<file path="config.mk">
export PLATFORM = sky130hd
export DESIGN_NAME = fetch_sequencer
export DESIGN_NICKNAME = d
export VERILOG_FILES = /design/src/rtl/fetch_sequencer.sv
export SDC_FILE = /design/constraint.sdc
export NUM_CORES = 1
export LEC_CHECK = 0
export ABC_AREA = 1
export CELL_PAD_IN_SITES_DETAIL_PLACEMENT = 1
export CELL_PAD_IN_SITES_GLOBAL_PLACEMENT = 1
export CORE_ASPECT_RATIO = 2
export CORE_MARGIN = 4
export CORE_UTILIZATION = 28
export CTS_CLUSTER_DIAMETER = 30
export DETAILED_ROUTE_END_ITERATION = 7
export GPL_ROUTABILITY_DRIVEN = 0
export HOLD_SLACK_MARGIN = 0.15
export PLACE_DENSITY = 0.88
export RECOVER_POWER = 100
export SYNTH_ARGS = -nofsm -noshare
export SYNTH_HDL_FRONTEND = slang
export SYNTH_SLANG_ARGS = --single-unit
</file>
<file path="constraint.sdc">
create_clock -name clk -period 1.95 [get_ports clk]
set_clock_uncertainty 0.1 [all_clocks]
set_input_delay 0.39 -clock clk [delete_from_list [all_inputs] [get_ports clk]]
set_output_delay 0.39 -clock clk [all_outputs]
set_load 0.1 [all_outputs]
</file>
<file path="src/rtl/fetch_sequencer.sv">
// fetch_sequencer: fetch-stage PC sequencing with boot hold, redirect arbitration,
// hazard stall and debugger halt/step/resume, plus fetch/cycle counters.
module fetch_sequencer #(
  parameter int width_B     = 32,
  parameter int BOOT_CYCLES = 4,
  parameter int CNT_B       = 32
) (
  input  logic               clk,
  input  logic               rst_n,
  input  logic [width_B-1:0] PC_actual,
  input  logic [width_B-1:0] PC_sumado,
  input  logic               stall,
  input  logic               jump,
  input  logic [width_B-1:0] jump_target,
  input  logic               branch_taken,
  input  logic [width_B-1:0] branch_target,
  input  logic               halt_req,
  input  logic               step_req,
  input  logic               resume_req,
  output logic [width_B-1:0] PC_next,
  output logic               PC_write,
  output logic               IFID_write,
  output logic               IFID_flush,
  output logic               IDEX_flush,
  output logic               halted,
  output logic [CNT_B-1:0]   fetch_count,
  output logic [CNT_B-1:0]   cycle_count
);
  localparam logic [1:0] BOOT = 2'd0, RUN = 2'd1, HALT = 2'd2, STEP = 2'd3;
  localparam int BW = $clog2(BOOT_CYCLES + 1);
  localparam logic [BW-1:0] boot_last = BW'(BOOT_CYCLES - 1);
  logic [1:0] state, state_nx;
  logic [BW-1:0] boot_cnt;
  logic pending;
  logic [width_B-1:0] pend_tgt, redir_tgt;
  logic redirect, active;
  always_comb begin
    redirect   = branch_taken | jump;
    redir_tgt  = branch_taken ? branch_target : jump_target;
    active     = (state == RUN) | (state == STEP);
    PC_write   = active & (!stall | redirect | pending);
    IFID_write = (state == HALT) | PC_write;
    IFID_flush = (state == BOOT) | (state == HALT) | (active & (redirect | pending));
    IDEX_flush = active & branch_taken;
    halted     = state == HALT;
    // While halted, PC_next mirrors the current PC for the debug view; it is never written
    PC_next    = (state == BOOT) ? '0 :
                 (state == HALT) ? PC_actual :
                 redirect ? redir_tgt :
                 pending ? pend_tgt : PC_sumado;
    state_nx   = (state == BOOT) ? ((boot_cnt == boot_last) ? RUN : BOOT) :
                 (state == RUN)  ? (halt_req ? HALT : RUN) :
                 (state == HALT) ? (resume_req ? RUN : step_req ? STEP : HALT) :
                 (PC_write ? HALT : STEP);
  end
  always_ff @(posedge clk or negedge rst_n) begin
    if (!rst_n) begin
      state       <= BOOT;
      boot_cnt    <= '0;
      pending     <= 1'b0;
      pend_tgt    <= '0;
      fetch_count <= '0;
      cycle_count <= '0;
    end else begin
      state       <= state_nx;
      boot_cnt    <= (state == BOOT) ? boot_cnt + 1'b1 : '0;
      fetch_count <= fetch_count + CNT_B'(PC_write);
      cycle_count <= cycle_count + CNT_B'(state != BOOT);
      if ((state == HALT) && redirect) begin
        pending  <= 1'b1;
        pend_tgt <= redir_tgt;
      end else if (PC_write) begin
        pending  <= 1'b0;
      end
    end
  end
endmodule

</file>
==> impl_metrics.env <==
export IMPL_dpl_cell_count=1530
export IMPL_dieArea_sq_um=26080
export IMPL_io_buffers=236
export IMPL_rows=79
export IMPL_grt_ovfl_total=0
export IMPL_diodes=0
export IMPL_viasPerCell=4.850
export IMPL_vias=7634
export IMPL_worstMarginPinSlew_ns=0.9249
export IMPL_cp_arrival_ns=1.72
export IMPL_cts_max_level=3
export IMPL_clk_latency_ns=0.37
export IMPL_whs_ns=0.3535
export IMPL_antenna_found_initial=0
export IMPL_yosysUniqueCellTypes=26
export IMPL_cp_end_kind="primary output"
export IMPL_final_max_slew_violation_count=0
export IMPL_drt_wl_total_mm=28.99
export IMPL_post_route_period_util=1.131
export IMPL_dpl_hpwl_mm=21.54
export IMPL_power_mw=16.27
export IMPL_fin_crit_ns=2.206
export IMPL_dpl_worst_slack_ns=-0.5274
export IMPL_io_pins=237
export IMPL_grt_max_degree=47
export IMPL_rsz0062_at_grt="true"
export IMPL_synth_warning_count=0
export IMPL_muxShareOfSynthArea=0
export IMPL_hold_path_class="register to register"
export IMPL_die_height_microns=224.4
export IMPL_synth_edff_count=0
export IMPL_yosysSeqAreaShare=0.3892
export IMPL_track_usage=0.2164
export IMPL_final_cell_mix="391 x nand2_1, 132 x clkdlybuf4s50_1, 110 x buf_12"
export IMPL_start_util=0.2835
export IMPL_cp_start_kind="register"
export IMPL_cts_buffer_depth=2
export IMPL_drive_gt1_frac=0.2634
export IMPL_synth_fp_nets=1119
export IMPL_netSwitchingFraction=0.5160
export IMPL_path_clk_slew_ns=0.07
export IMPL_worst_ep_required_time_ns=1.46
export IMPL_cts_tree="yes"
export IMPL_violations="setup timing"
export IMPL_synth_compound_area_frac=0.06564
export IMPL_combinationalPowerShare=0.681
export IMPL_cts_made_buffers=9
export IMPL_mostFrequentLayoutCell="nand2_1"
export IMPL_route_detailed_drc=0
export IMPL_path_class="register to primary output"
export IMPL_status="finished with violations"
export IMPL_dieWidth_microns=116.2
export IMPL_worstPathMaxFanout=9
export IMPL_fmax_mhz=453.4
export IMPL_drtIter0Drc=267
export IMPL_grt_pass1_wl_mm=43.73
export IMPL_peakVddDrop_mv=1.111
export IMPL_maxCapViolCount=0
export IMPL_core_area_sq_um=23130
export IMPL_synthArstFlopShare=1.000
export IMPL_cts_root_buf="clkbuf_16"
export IMPL_syn_area_sq_um=6558
export IMPL_p_int_mw=7.873
export IMPL_nFillCells=2776
export IMPL_synth_simple_area_share=0.4097
export IMPL_ys_ff_latch=102
export IMPL_fin_ws_ns=-0.2558
export IMPL_grt_pass1_vias=8418
export IMPL_power_density_nw_per_um2=1371
export IMPL_synthAdderAreaFrac=0.01336
export IMPL_pwr_share_clk=0.117
export IMPL_area_growth_pct=80.92
export IMPL_cts_sinks=102
export IMPL_first_pass_iters=4
export IMPL_hold_violations=0
export IMPL_placed_area_sq_um=10880
export IMPL_finalInstanceArea_sq_um=11860
export IMPL_setup_viol=53
export IMPL_synthFlopType="dfrtp_1"
export IMPL_synth_avg_cell_area_sq_um=6.719
export IMPL_p_leak_nw=5.353
export IMPL_nets=1429
export IMPL_p_seq_frac=0.202
export IMPL_slew_headroom=0.3834
export IMPL_syn_inst=976
export IMPL_synth_xor_area_share=0.04007
export IMPL_switching_power_mw=8.394
export IMPL_antenna_left=0
export IMPL_drt_wirelength_per_cell_microns=18.42
export IMPL_synth_top_family_by_area="simple AND/OR/NAND/NOR gates"
export IMPL_fin_cells=1574
==> registers in the layout, summed over array words and instances (netlist names) <==
register	flops
cycle_count	32
fetch_count	32
pend_tgt	32
boot_cnt	3
state	2
pending	1
==> what timing repair did <==
item | 4_1_cts | 5_1_grt
setup endpoints to repair | 57 | 76
buffers inserted | 13 | 7
pin swaps | 26 | 23
hold buffers | 1 | 0
endpoints found under the hold margin | 27 | 0
resized for setup | 76 | 55
cloned | 4 | 4
==> metal layers <==
metal	part of all wire	track usage	vias up
li1	-	-	3646
met1	0.32	0.1993	3722
met2	0.61	0.4473	211
met3	0.037	0.03123	55
met4	0.034	0.08805	0
met5	0	0	-
==> cell usage after synthesis (9+ instances only) <==
library cell | n | area (sq um)
nor2_4 | 11 | 123.9
nand2_1 | 444 | 1667
o21ai_0 | 38 | 190.2
nor2_2 | 11 | 68.82
buf_2 | 16 | 80.08
xor2_1 | 19 | 166.4
dfrtp_1 | 102 | 2552
nand2_2 | 11 | 68.82
nor2_1 | 94 | 352.8
clkbuf_1 | 9 | 33.78
xnor2_1 | 11 | 96.34
inv_1 | 87 | 326.6
nand3_1 | 62 | 310.3
o211ai_1 | 31 | 232.7
==> worst paths after layout <==
| path | from | end | slack [ns] | cells past startpoint |
|---|---|---|---|---|
| max in group asynchronous | rst_n | pending | 0.17 | 3 |
| hold reg to reg | boot_cnt[0] | boot_cnt[0] | 0.35 | 1 |
| setup reg to reg | state[0] | fetch_count[26] | -0.15 | 14 |
| setup / recovery | pending | PC_next[14] | -0.26 | 7 |
| hold / removal | boot_cnt[0] | boot_cnt[0] | 0.35 | 1 |
| min in group asynchronous | rst_n | cycle_count[31] | 0.59 | 2 |
==> layout make-up <==
class	instances	area [sq um]	share of cell area
tap	283	354.1	0.02985
sequential	102	2562	0.2160
clock buffer	13	250.2	0.02109
clock inverter	3	43.79	0.003691
inverter	89	361.6	0.03048
multi-input combinational	751	3866	0.3259
timing repair buffer	333	4425	0.3730
==> cells by family after synthesis <==
kind of cell / Yosys count
AOI/OAI and AO/OA: 70
xor gates and xnor gates: 30
adders and majority gates: 7
buffers and inverters: 123
DFF: 102
and+or+nand+nor: 644
==> power by group through the flow <==
stage	Sequential [mW]	Clock, mW	Combinational [mW]
after floorplan	4.05	0	4.95
after global placement	3.18	0	9.61
after detailed placement	3.22	0	9.80
after CTS	3.23	1.93	10.6
after global routing	3.35	2.01	11.6
final	3.28	1.90	11.1
==> through the flow <==
stage / TNS [ns] / util
after floorplan: -10.09 / -
after global placement: -23.80 / 0.4706
after detailed placement: -27.80 / 0.4706
after CTS: -6.189 / 0.5019
after global routing: -15.00 / 0.5129
final: -7.813 / 0.5129
==> critical path, stage by stage (launching register included) <==
cell,delay [ns]
dfrtp_2,0.44
buf_12,0.16
buf_8,0.14
nand2_2,0.06
nand3_2,0.08
o211ai_1,0.18
nand2_2,0.12
buf_12,0.18
Power figures use the tool's default switching activity.
